`config.mk`:
```
export PLATFORM = sky130hd
export DESIGN_NAME = memory_port_arbiter
export DESIGN_NICKNAME = d
export VERILOG_FILES = /design/src/rtl/memory_port_arbiter.sv
export SDC_FILE = /design/constraint.sdc
export NUM_CORES = 1
export LEC_CHECK = 0
export ABC_AREA = 1
export BUFFER_PORTS_ARGS = -buffer_cell sky130_fd_sc_hd__buf_4
export CORE_AREA = 2 2 119 121
export CTS_BUF_LIST = sky130_fd_sc_hd__clkbuf_4
export DETAILED_ROUTE_END_ITERATION = 10
export DIE_AREA = 0 0 121 123
export SLEW_MARGIN = 20
export SYNTH_ARGS = -nofsm -noshare
export SYNTH_HDL_FRONTEND = slang
export SYNTH_SLANG_ARGS = --single-unit
```
`constraint.sdc`:
```
create_clock -name clock -period 1.7 [get_ports clock]
set_clock_uncertainty 0.2 [all_clocks]
set_input_delay 0.17 -clock clock [delete_from_list [all_inputs] [get_ports clock]]
set_output_delay 0.17 -clock clock [all_outputs]
set_load 0.03 [all_outputs]
```
`src/rtl/memory_port_arbiter.sv`:
```
// Two-master arbiter that shares a single-port SRAM (read latency 1) between
// an instruction side and a data side, with round-robin or fixed-data priority.
module memory_port_arbiter #(
    parameter logic ROUND_ROBIN = 1'b1
) (
    input  logic        clock,
    input  logic        reset,

    input  logic        inst_request,
    input  logic [3:0]  inst_write_strobe,
    input  logic [31:0] inst_address,
    input  logic [31:0] inst_write_data,
    output logic        inst_grant,
    output logic        inst_read_valid,
    output logic [31:0] inst_read_data,

    input  logic        data_request,
    input  logic [3:0]  data_write_strobe,
    input  logic [31:0] data_address,
    input  logic [31:0] data_write_data,
    output logic        data_grant,
    output logic        data_read_valid,
    output logic [31:0] data_read_data,

    output logic        ram_enabled,
    output logic [3:0]  ram_write_strobe,
    output logic [31:0] ram_address,
    output logic [31:0] ram_write_data,
    input  logic [31:0] ram_read_data
);

    localparam logic OWNER_INST = 1'b0;
    localparam logic OWNER_DATA = 1'b1;

    logic        r_last_owner;
    logic        r_read_pending;
    logic        r_read_owner;

    logic        w_inst_grant;
    logic        w_data_grant;
    logic [3:0]  w_sel_strobe;
    logic [31:0] w_sel_address;
    logic [31:0] w_sel_write_data;
    logic        w_inst_valid;
    logic        w_data_valid;

    // Grant decision: a lone requester wins at once; on conflict the loser stalls.
    always_comb begin
        w_inst_grant = 1'b0;
        w_data_grant = 1'b0;
        if (reset) begin
            w_inst_grant = 1'b0;
            w_data_grant = 1'b0;
        end else if (inst_request && data_request) begin
            if (ROUND_ROBIN) begin
                w_data_grant = (r_last_owner == OWNER_INST);
            end else begin
                w_data_grant = 1'b1;
            end
            w_inst_grant = !w_data_grant;
        end else begin
            w_inst_grant = inst_request;
            w_data_grant = data_request;
        end
    end

    // Steer the winning side onto the SRAM port; idle port is driven to zero.
    always_comb begin
        w_sel_strobe     = 4'h0;
        w_sel_address    = 32'h0000_0000;
        w_sel_write_data = 32'h0000_0000;
        case ({w_data_grant, w_inst_grant})
            2'b10: begin
                w_sel_strobe     = data_write_strobe;
                w_sel_address    = data_address;
                w_sel_write_data = data_write_data;
            end
            2'b01: begin
                w_sel_strobe     = inst_write_strobe;
                w_sel_address    = inst_address;
                w_sel_write_data = inst_write_data;
            end
            default: begin
                w_sel_strobe     = 4'h0;
                w_sel_address    = 32'h0000_0000;
                w_sel_write_data = 32'h0000_0000;
            end
        endcase
    end

    // Ownership history and the one-deep read-return tracker.
    always_ff @(posedge clock) begin
        if (reset) begin
            r_last_owner   <= OWNER_INST;
            r_read_pending <= 1'b0;
            r_read_owner   <= OWNER_INST;
        end else if (w_inst_grant || w_data_grant) begin
            r_last_owner   <= w_data_grant ? OWNER_DATA : OWNER_INST;
            r_read_pending <= (w_sel_strobe == 4'h0);
            r_read_owner   <= w_data_grant ? OWNER_DATA : OWNER_INST;
        end else begin
            r_read_pending <= 1'b0;
        end
    end

    // Reset also masks a return already in flight so nothing leaks out mid-reset.
    assign w_inst_valid = r_read_pending && (r_read_owner == OWNER_INST) && !reset;
    assign w_data_valid = r_read_pending && (r_read_owner == OWNER_DATA) && !reset;

    assign inst_grant       = w_inst_grant;
    assign data_grant       = w_data_grant;
    assign ram_enabled      = w_inst_grant | w_data_grant;
    assign ram_write_strobe = w_sel_strobe;
    assign ram_address      = w_sel_address;
    assign ram_write_data   = w_sel_write_data;

    assign inst_read_valid  = w_inst_valid;
    assign inst_read_data   = w_inst_valid ? ram_read_data : 32'h0000_0000;
    assign data_read_valid  = w_data_valid;
    assign data_read_data   = w_data_valid ? ram_read_data : 32'h0000_0000;

endmodule

```
Word-level counts from Yosys, hierarchy flattened. Cells that the tools add are included.

Output and inout bits: 137. Flip-flop bits (word level): 2. Word-level logic and storage cells: 29. Bits of input ports: 172.

Muxes and demuxes: 12. Reductions and logical operators: 10. Bitwise gates (word level): 3. Equality and inequality tests: 2.

Operators with widths (count): one-hot mux 32 bit (2 select lines) (2); 2-to-1 mux 32 bit (2); one-hot mux 4 bit (2 select lines) (1); 2-to-1 mux 1 bit (7); logical AND 1 bit (5); zero test 4 bit (1); equality test 2 x 1 -> 1 bit, second input constant (1); equality test 2 bit, second input constant (1); zero test 1 bit (2); NOT 1 bit (2); OR reduction 2 bit (1); logical OR 1 bit (1); bitwise OR 1 bit (1).

Logic depth before layout (Yosys ltp). Gate-level depths: netlist (run 1).

Word-level depth: 9. Mapped depth: 11. Gate-level depth less buffers: 10.

Least setup slack after synthesis (run 1). OpenSTA, ideal clock, no wires.

Path kind: register to output. Start: reg, netlist name r_read_owner. End: out ram_address[0]. Data required time: 1330 ps. Buffers on the path: 1. Path slack: -841 ps. Cell stages (with the launch flop): 9. Data arrival time: 2171 ps. Path through: dfxtp_1 -> nand2_1 -> nand2_1 -> nor2_1 -> inv_1 -> ha_1 -> inv_2 -> clkbuf_1 -> a21oi_1.

RTL lines: end: declaration (line 27) `output logic [31:0] ram_address,`.

==> metrics, run 1 <==
final weighted congestion in routability-driven placement=0.8005; routed len/inst=14.31 um; clock-pin slew of the registers on the worst-case setup and hold paths=0.03 ns; count of final setup violators=80; Num Clock Sinks=2; routed vias=3501; depth of the worst register-to-register path=11; half-perimeter wire length of the detailed placement result=8460 um; pwr/cell area=279.6 nW/um^2; reg-to-reg setup timing slack=0 ns; count of antenna-violating nets left after detailed routing=0; share of the clock period used by the worst path after layout=126.4%; number of slew-limit violations in the final report=0; Static Leak=2.726 nW; area share of the largest cell type after synthesis=35.14%; startpoint of the most critical hold path=data_write_strobe[2]; Clock Latency Late Sink=0.23 ns; Max Clk Rate=465.6 MHz; violations in the final reports=setup timing; residual DRC count=0; async set or reset register ratio after synthesis=0%; gate count after technology mapping=359; starting density of the core=11.54%; number of cells in the design after placement=848; number of inserted diodes=0; number of global-route vias before repair=3356; master cell of the clock root buffer=clkbuf_4; Pre-antenna DRT Iters=5; crit start category=flop; Synth Area per Inst=4.374 sq um; core area=13610 sq um; number of nets in the synthesized netlist=534; number of enable flip-flop cells after synthesis=0; cell depth of the worst min-delay path=6; Chip Height=123 um; part of the power in registers=3.3%; number of nets in the finished design=866; fin crit period=2.148 ns; Max transition margin=86.41%; worst ir drop on vdd=0.3287 mV; fill count=1326; Die Outline Area=14880 sq um; Port Buffers=308; worst setup timing slack at the placement stage=-0.2140 ns; number of distinct library cells after synthesis=13; Least-Margin Pin Slew=0.2036 ns; Setup crit end kind=output port; final std cell area, no fill=6137 sq um; standard-cell row count=43; total number of yosys warnings=0; wire length of the first global-routing pass=16360 um; sequential-to-total area share from yosys stat=2.550%; deepest level of the CTS H-tree=1; unrepaired setup endpoints after global routing=yes; Worst Hold Path EP=r_read_pending; ratio of routed vias to standard cells=4.029; final std cells w/o fill=869; post-synth top area cell=nand2_1; number of buffers added by the clock tree synthesis step=3; ranking of synthesized cells by area=nand2_1, a21oi_1, nor2_1; category of the most critical setup path=flop to output port; number of hold-slack violations in the final timing report=0; Mapped Area=1570 sq um; critical path peak fanout=7; worst path arrival time=1.78 ns; CP Data Required Time=1.33 ns; max-cap check violation count=0; instance area at placement=5052 sq um; area delta synth->final=290.8%; startpoint of the most critical register-to-register path=r_read_owner; Remaining Overflow, GRT=0; portion of total power attributed to combinational logic=90.2%; portion of total power attributed to the clock network=6.5%; detailed router's first-iteration violation count=73; count leader, synth=nand2_1; switching power=0.8334 mW; outcome=complete, but fails checks; endpoint of the lowest-slack register-to-register path=r_read_pending; Post-CTS Hold Buffers=0; Clock Tree Buf Depth=2; GRT Overall Usage=13.47%; path type of the worst min-delay path=input pin to flop; commonest cells in the netlist=nand2_1, nor2_1, a21oi_1, inv_1, buf_2; sw frac=48.57%; proportion of layout cells with a drive suffix above 1=70.10%; I/O pin cnt=309; largest net degree at the start of global routing=38; total of flip-flops plus latches after synthesis=2; TritonCTS clock tree=done; floorplan die width=121 um; PnR worst setup slack=-0.4480 ns; Int Pwr=0.8825 mW; overall routed net length=12430 um; number of antenna violations at the first check in global routing=0; most used flip-flop cell after synthesis=dfxtp_1
## flip-flops by register name, indices dropped and copies added, names as in the netlist
signal,cells
r_read_pending,1
r_read_owner,1
## per-stage QoR
step / hold WS (ns) / setup TNS, ns / utilization [%] / total power [mW]
finish: 0.1383 / -27.65 / 45.09 / 1.716
global route: 0.1685 / -36.46 / 45.09 / 1.813
CTS: 0.04546 / -29.73 / 40.87 / 1.607
detailed placement: 0.2883 / -12.40 / 37.12 / 1.346
global placement: 0.2849 / -12.13 / 37.12 / 1.346
floorplan: 0.1434 / -15.19 / - / 0.7770
## cell families after synthesis
| logic type | after synthesis | share of synthesized area, % |
|---|---|---|
| buffers and inverters | 70 | 21.51 |
| and+or+nand+nor | 218 | 52.51 |
| DFF | 2 | 2.550 |
| AOI/OAI and AO/OA | 66 | 21.04 |
| adders and majority gates | 3 | 2.391 |
## power by group through the flow
stage | Combinational, mW | Clock [mW] | Sequential, mW
finish | 1.55 | 0.112 | 0.0568
global route | 1.64 | 0.119 | 0.0573
detailed placement | 1.29 | 0 | 0.0548
CTS | 1.43 | 0.117 | 0.0555
floorplan | 0.722 | 0 | 0.0547
global placement | 1.29 | 0 | 0.0548
## worst max-delay path, cell delays in order (launching register included)
cell,delay [ns]
dfxtp_2,0.32
nand2_1,0.07
nand2_2,0.07
nor2_4,0.11
inv_2,0.07
ha_4,0.36
inv_12,0.08
buf_12,0.15
a21oi_4,0.15
buf_6,0.16
## cells in the final DEF (no fill, tap or decap)
| cell | instances |
|---|---|
| a21oi_1 | 1 |
| a21oi_2 | 2 |
| a21oi_4 | 62 |
| buf_12 | 16 |
| buf_16 | 4 |
| buf_4 | 220 |
| buf_6 | 108 |
| clkbuf_16 | 4 |
| clkbuf_4 | 3 |
| dfxtp_1 | 1 |
| dfxtp_2 | 1 |
| ha_4 | 3 |
| inv_1 | 34 |
| inv_12 | 1 |
| inv_2 | 7 |
| inv_4 | 2 |
| inv_6 | 1 |
| nand2_1 | 136 |
| nand2_2 | 11 |
| nand3_1 | 2 |
| nand3_4 | 3 |
| nor2_1 | 31 |
| nor2_2 | 1 |
| nor2_4 | 34 |
| o21ai_0 | 1 |
## cell type report
cell class                 instances  area [sq um]  share of cell area (%)
timing repair buffer             352          3398                   55.37
timing repair inverter             1         8.758                  0.1427
multi-input combinational        287          2258                   36.80
inverter                          44         182.7                   2.977
clock buffer                       3         22.52                  0.3670
tap                              180         225.2                   3.670
sequential                         2         41.29                  0.6728
## worst max path at each step
stage                     slack [ns]         start  depth (start not counted)            endpoint
after floorplan                -0.24  r_read_owner                          8      ram_address[0]
after global placement         -0.20  r_read_owner                          9     ram_address[12]
after detailed placement       -0.21  r_read_owner                          9     ram_address[19]
after CTS                      -0.45  r_read_owner                          9  ram_write_data[27]
after global routing           -0.54  r_read_owner                          9  ram_write_data[19]
final                          -0.45  r_read_owner                          9  ram_write_data[19]
## metal layers
metal | routed length (um) | track usage, %
met3 | 1058 | 3.967
met2 | 6401 | 23.95
met5 | 0 | 0
met1 | 4845 | 16.26
met4 | 127 | 2.253
## timing repair
| item | CTS | global route |
|---|---|---|
| gates resized for setup | 90 | 113 |
| cloned | 6 | 6 |
| setup endpoints to repair | 72 | 114 |
| buffers inserted | 1 | 8 |
| pin swaps | 3 | 6 |
Power figures use the tool's default switching activity.
==> inputs of run 2 (changes only) <==
--- a/config.mk
+++ b/config.mk
@@ -8,7 +8,7 @@
 export ABC_AREA = 1
 export BUFFER_PORTS_ARGS = -buffer_cell sky130_fd_sc_hd__buf_4
 export CORE_AREA = 2 2 119 121
-export CTS_BUF_LIST = sky130_fd_sc_hd__clkbuf_4
+export CTS_BUF_LIST = sky130_fd_sc_hd__clkbuf_8
 export DETAILED_ROUTE_END_ITERATION = 10
 export DIE_AREA = 0 0 121 123
 export SLEW_MARGIN = 20
==> metrics, run 2 (synthesis results as in run 1) <==
outcome=complete, but fails checks; violations in the final reports=setup timing; fill count=1381 (+4.1%); number of cells in the design after placement=848 (unchanged); area delta synth->final=259.4%; detailed router's first-iteration violation count=97 (+33%); Setup crit end kind=output port; portion of total power attributed to combinational logic=85.8% (-4.4 points); routed len/inst=13.31 um (-7.0%); GRT Overall Usage=13.00% (-0.47 points); path type of the worst min-delay path=input pin to flop; Clock Latency Late Sink=0.21 ns (-0.02 ns); residual DRC count=0 (unchanged); Pre-antenna DRT Iters=4 (-1); number of global-route vias before repair=3324 (-0.95%); leading registers by flop count=r_read_owner (1), r_read_pending (1); routed vias=3414 (-2.5%); largest net degree at the start of global routing=38 (unchanged); number of antenna violations at the first check in global routing=0 (unchanged); buffers plus inverters on the worst setup path=4 (unchanged); proportion of layout cells with a drive suffix above 1=65.01% (-5.1 points); worst path arrival time=1.75 ns (-0.03 ns); share of the clock period used by the worst path after layout=124.9% (-1.4 points); sw frac=46.07% (-2.5 points); Max transition margin=89.11% (+2.7 points); master cell of the clock root buffer=clkbuf_8; CP Data Required Time=1.33 ns (about the same); number of nets in the finished design=860 (-0.69%); portion of total power attributed to the clock network=10.9% (+4.4 points); Least-Margin Pin Slew=0.1633 ns (-0.04031 ns); floorplan die width=121 um (unchanged); starting density of the core=11.54% (unchanged); fin crit period=2.124 ns (-0.02423 ns); instance area at placement=5052 sq um (unchanged); Port Buffers=308 (unchanged); Worst path top cell family by delay=buffers and inverters; critical path peak fanout=7 (unchanged); count of antenna-violating nets left after detailed routing=0 (unchanged); TritonCTS clock tree=done; deepest level of the CTS H-tree=1 (unchanged); worst setup timing slack at the placement stage=-0.2140 ns (unchanged); clock-pin slew of the registers on the worst-case setup and hold paths=0.03 ns (about the same); unrepaired setup endpoints after global routing=yes; standard-cell row count=43 (unchanged); Largest stage delay, worst path=0.36 ns (about the same); Chip Height=123 um (unchanged); chain of cells forming the critical path=nand2_1, nand2_2, nor2_4, inv_2, ha_4, inv_12, buf_12, a21oi_4, buf_6; Max Clk Rate=470.9 MHz (+1.1%); part of the power in registers=3.3% (about the same); ratio of routed vias to standard cells=3.956 (-1.8%); most common cell after layout, fill and taps aside=buf_4; Clock Tree Buf Depth=2 (unchanged); worst ir drop on vdd=0.2811 mV (-14%); Post-CTS Hold Buffers=0 (unchanged); PnR worst setup slack=-0.4237 ns (+0.02423 ns); category of the most critical setup path=flop to output port; Static Leak=2.638 nW (-3.2%); half-perimeter wire length of the detailed placement result=8460 um (unchanged); Num Clock Sinks=2 (unchanged); CP max stage cell=ha_4; crit start category=flop; Die Outline Area=14880 sq um (unchanged); core area=13610 sq um (unchanged); number of hold-slack violations in the final timing report=0 (unchanged); count of final setup violators=68 (-15%); overall routed net length=11480 um (-7.6%); final std cell area, no fill=5643 sq um (-8.1%); Remaining Overflow, GRT=0 (unchanged); pwr/cell area=299.2 nW/um^2 (+7.0%); final weighted congestion in routability-driven placement=0.8005 (unchanged); number of inserted diodes=0 (unchanged); max-cap check violation count=0 (unchanged); top library cells by usage in the layout, fill and taps aside=buf_4, nand2_1, buf_6; number of buffers added by the clock tree synthesis step=3 (unchanged); wire length of the first global-routing pass=15950 um (-2.5%); Post-Route Hold Slack=0.1640 ns (+0.02562 ns); Int Pwr=0.9106 mW (+3.2%); I/O pin cnt=309 (unchanged); switching power=0.7779 mW (-6.7%); final std cells w/o fill=863 (-0.69%); number of slew-limit violations in the final report=0 (unchanged)
run 2: metal layers:
metal,up-vias,GRT usage (%),wire length (um)
li1,1736,-,-
met1,1511,15.56,4584
met2,157,23.49,5769
met3,10,3.828,1038
met4,0,1.744,89
met5,-,0,0
run 2: cell type report:
| cell class | count | area [sq um] | area share [%] |
|---|---|---|---|
| Clock buffer | 3 | 41.29 | 0.7317 |
| Inverter | 44 | 180.2 | 3.193 |
| Multi-Input combinational cell | 287 | 2008 | 35.59 |
| Sequential cell | 2 | 41.29 | 0.7317 |
| Tap cell | 180 | 225.2 | 3.991 |
| Timing Repair Buffer | 346 | 3138 | 55.61 |
| Timing Repair inverter | 1 | 8.758 | 0.1552 |
run 2: path summary, 6_finish.rpt:
check / start / to / slack [ns] / cells after the start
hold reg to reg: r_read_owner / r_read_owner / 0.46 / 3
setup / recovery: r_read_owner / ram_write_data[19] / -0.42 / 9
setup reg to reg: r_read_owner / r_read_pending / 0 / 11
hold / removal: data_write_strobe[2] / r_read_pending / 0.16 / 6
run 2: metrics by stage:
step	setup TNS (ns)	util [%]	power [mW]
floorplan	-15.19	-	0.7770
global placement	-12.13	37.12	1.346
detailed placement	-12.40	37.12	1.346
CTS	-27.30	40.15	1.654
global route	-32.78	41.46	1.791
finish	-25.61	41.46	1.689
run 2: power by group through the flow:
stage / clock network [mW] / logic, mW / registers, mW
after floorplan: 0 / 0.722 / 0.0547
after global placement: 0 / 1.29 / 0.0548
after detailed placement: 0 / 1.29 / 0.0548
after CTS: 0.193 / 1.41 / 0.0550
after global routing: 0.197 / 1.54 / 0.0563
final: 0.185 / 1.45 / 0.0556
run 2: timing repair:
action / 4_1_cts / 5_1_grt
endpoints found under the setup margin: 70 / 104
pin swaps: 2 / 4
gates resized for setup: 79 / 19
setup buffers: 1 / 5
gates cloned: 3 / 5
run 2: tightest hold or removal path: stages:
cell	delay [ns]
buf_4	0.08
nand2_2	0.04
nand2_2	0.07
nand2_2	0.05
nand3_1	0.06
nor2_1	0.04
==> inputs of run 3 (changes only) <==
--- a/config.mk
+++ b/config.mk
@@ -6,11 +6,11 @@
 export NUM_CORES = 1
 export LEC_CHECK = 0
 export ABC_AREA = 1
-export BUFFER_PORTS_ARGS = -buffer_cell sky130_fd_sc_hd__buf_4
-export CORE_AREA = 2 2 119 121
+export CORE_AREA = 2 2 120 122
 export CTS_BUF_LIST = sky130_fd_sc_hd__clkbuf_8
 export DETAILED_ROUTE_END_ITERATION = 10
-export DIE_AREA = 0 0 121 123
+export DIE_AREA = 0 0 122 124
+export DONT_BUFFER_PORTS = 1
 export SLEW_MARGIN = 20
 export SYNTH_ARGS = -nofsm -noshare
 export SYNTH_HDL_FRONTEND = slang
==> constraint.sdc (replaced) <==
create_clock -name clock -period 2.2 [get_ports clock]
set_clock_uncertainty 0.2 [all_clocks]
set_input_delay 0.22 -clock clock [delete_from_list [all_inputs] [get_ports clock]]
set_output_delay 0.22 -clock clock [all_outputs]
set_load 0.03 [all_outputs]
==> metrics, run 3 (synthesis results as in run 1) <==
outcome=complete, but fails checks; violations in the final reports=setup timing; Num Clock Sinks=2 (unchanged); number of inserted diodes=0 (unchanged); starting density of the core=11.45% (-0.090 points); standard-cell row count=43 (unchanged); floorplan die width=122 um (+0.83%); leading registers by flop count=r_read_owner (1), r_read_pending (1); cell depth of the worst min-delay path=3 (-3); worst ir drop on vdd=0.1303 mV (-54%); proportion of layout cells with a drive suffix above 1=54.88% (-10 points); Die Outline Area=15130 sq um (+1.6%); Port Buffers=0 (-100%); master cell of the clock root buffer=clkbuf_8; Max Clk Rate=452.9 MHz; number of nets in the finished design=689 (-20%); max-cap check violation count=0 (unchanged); part of the power in registers=4.2% (+0.9 points); Pre-antenna DRT Iters=4 (unchanged); detailed router's first-iteration violation count=92 (-5.2%); top library cells by usage in the layout, fill and taps aside=nand2_1, buf_4, nor2_1, buf_6, a21oi_2; Core Util, Final=29.75% (-12 points); Setup crit end kind=output port; instance area at placement=3133 sq um (-38%); pwr/cell area=250.1 nW/um^2 (-16%); Largest stage delay, worst path=0.35 ns (about the same); depth of the worst register-to-register path=12 (+1); clock-pin slew of the registers on the worst-case setup and hold paths=0.03 ns (about the same); half-perimeter wire length of the detailed placement result=7766 um (-8.2%); Least-Margin Pin Slew=0.3697 ns (+0.2064 ns); portion of total power attributed to combinational logic=81.5% (-4.3 points); fin crit period=2.208 ns; residual DRC count=0 (unchanged); Max transition margin=75.33% (-14 points); startpoint of the most critical hold path=reset; deepest level of the CTS H-tree=1 (unchanged); Worst Hold Path EP=r_read_pending; CP Data Required Time=1.78 ns (+0.45 ns); Static Leak=1.838 nW (-30%); unrepaired setup endpoints after global routing=yes; path type of the worst min-delay path=input pin to flop; number of global-route vias before repair=2411 (-27%); fill count=1463 (+5.9%); number of buffers added by the clock tree synthesis step=3 (unchanged); Clock Latency Late Sink=0.21 ns (about the same); number of cells in the design after placement=664 (-22%); number of antenna violations at the first check in global routing=0 (unchanged); power after layout=1.021 mW (-40%); most common cell after layout, fill and taps aside=nand2_1; endpoint of the lowest-slack register-to-register path=r_read_pending; ratio of routed vias to standard cells=4.236 (+7.1%); final std cell area, no fill=4081 sq um (-28%); area delta synth->final=159.9%; Clock Tree Buf Depth=2 (unchanged); combined flip-flop and latch cell area=41.29 sq um (unchanged); worst path arrival time=1.79 ns (+0.04 ns); wire length of the first global-routing pass=13030 um (-18%); TritonCTS clock tree=done; overall routed net length=11090 um (-3.5%); final std cells w/o fill=692 (-20%); Remaining Overflow, GRT=0 (unchanged); Int Pwr=0.5047 mW (-45%); sw frac=50.56% (+4.5 points); largest net degree at the start of global routing=34 (-11%); critical path peak fanout=8 (+1); Chip Height=124 um (+0.81%); core area=13720 sq um (+0.79%); Multi-input gate area=1660 sq um (-17%); reg-to-reg setup timing slack=0.40 ns (+0.40 ns); share of the clock period used by the worst path after layout=100.4%; crit start category=flop; PnR worst setup slack=-0.007865 ns (+0.4159 ns); CP max stage cell=dfxtp_2; number of slew-limit violations in the final report=0 (unchanged); category of the most critical setup path=flop to output port; number of hold-slack violations in the final timing report=0 (unchanged); count of antenna-violating nets left after detailed routing=0 (unchanged); portion of total power attributed to the clock network=14.3% (+3.4 points); final weighted congestion in routability-driven placement=0.8647 (+8.0%); switching power=0.5160 mW (-34%); count of final setup violators=5 (-93%); Setup TNS Final=-0.01950 ns (+25.59 ns); GRT Overall Usage=11.16% (-1.8 points); I/O pin cnt=309 (unchanged); startpoint of the most critical register-to-register path=r_read_owner; chain of cells forming the critical path=inv_1, nand2_2, nand3_4, ha_4, clkinv_8, clkbuf_16, a21oi_2, buf_6; routed len/inst=16.02 um (+20%); routed vias=2931 (-14%)
run 3: cell types whose count changed in the layout (fill, tap and decap cells not counted), sizes merged:
cell	change
buf	-174
inv	-2
dlygate4sd3	+1
clkbuf	+3
clkinv	+1
run 3: what timing repair did:
item | in CTS | in global routing
hold buffers | 1 | 0
gates cloned | 4 | 7
setup buffers | 7 | 6
resized for setup | 29 | 107
hold endpoints to repair | 1 | 0
setup endpoints to repair | 66 | 68
pin swaps | 4 | 26
run 3: worst max-delay path by stage:
stage | from | endpoint | cells past startpoint
global placement | r_read_owner | ram_write_data[17] | 9
floorplan | r_read_owner | ram_write_data[1] | 8
finish | r_read_owner | ram_write_data[15] | 8
detailed placement | r_read_owner | ram_write_data[17] | 9
CTS | r_read_owner | ram_write_data[17] | 10
global route | r_read_owner | ram_write_data[27] | 8
run 3: worst max-delay path, delay by kind of cell (launching register included):
family | cells | cell delay, ns
buffers and inverters | 4 | 0.54
flip-flops | 1 | 0.35
adder cells (fa/ha/maj) | 1 | 0.34
AND/OR/NAND/NOR | 2 | 0.21
AO/OA/AOI/OAI | 1 | 0.13
run 3: final cells by class:
class,count,share of cell area (%)
clock buffer,3,1.012
inverter,44,4.414
multi-input combinational,287,40.68
sequential,2,1.012
tap,180,5.518
timing repair buffer,176,47.36
run 3: stage by stage:
step | hold slack (ns) | setup slack (ns)
after floorplan | 0.2260 | 0.004693
after global placement | 0.2602 | 0.1258
after CTS | 0.09387 | -0.002339
after global routing | 0.1176 | -0.07616
after detailed placement | 0.2670 | 0.08453
final | 0.1002 | -0.007865
run 3: routing by layer:
layer	vias up	GRT usage, %	part of all wire, %	wire length (um)
met3	13	2.106	10	1131
met5	-	0	0	0
met1	1330	12.43	35	3882
met2	199	21.93	54	5954
li1	1389	-	-	-
met4	0	2.227	1.1	119
run 3: power groups by stage:
stage,Combinational [mW],Clock (mW),Sequential (mW)
after global routing,0.879,0.152,0.0432
after global placement,0.584,0,0.0425
after detailed placement,0.587,0,0.0426
after CTS,0.700,0.146,0.0427
final,0.832,0.146,0.0431
after floorplan,0.398,0,0.0419
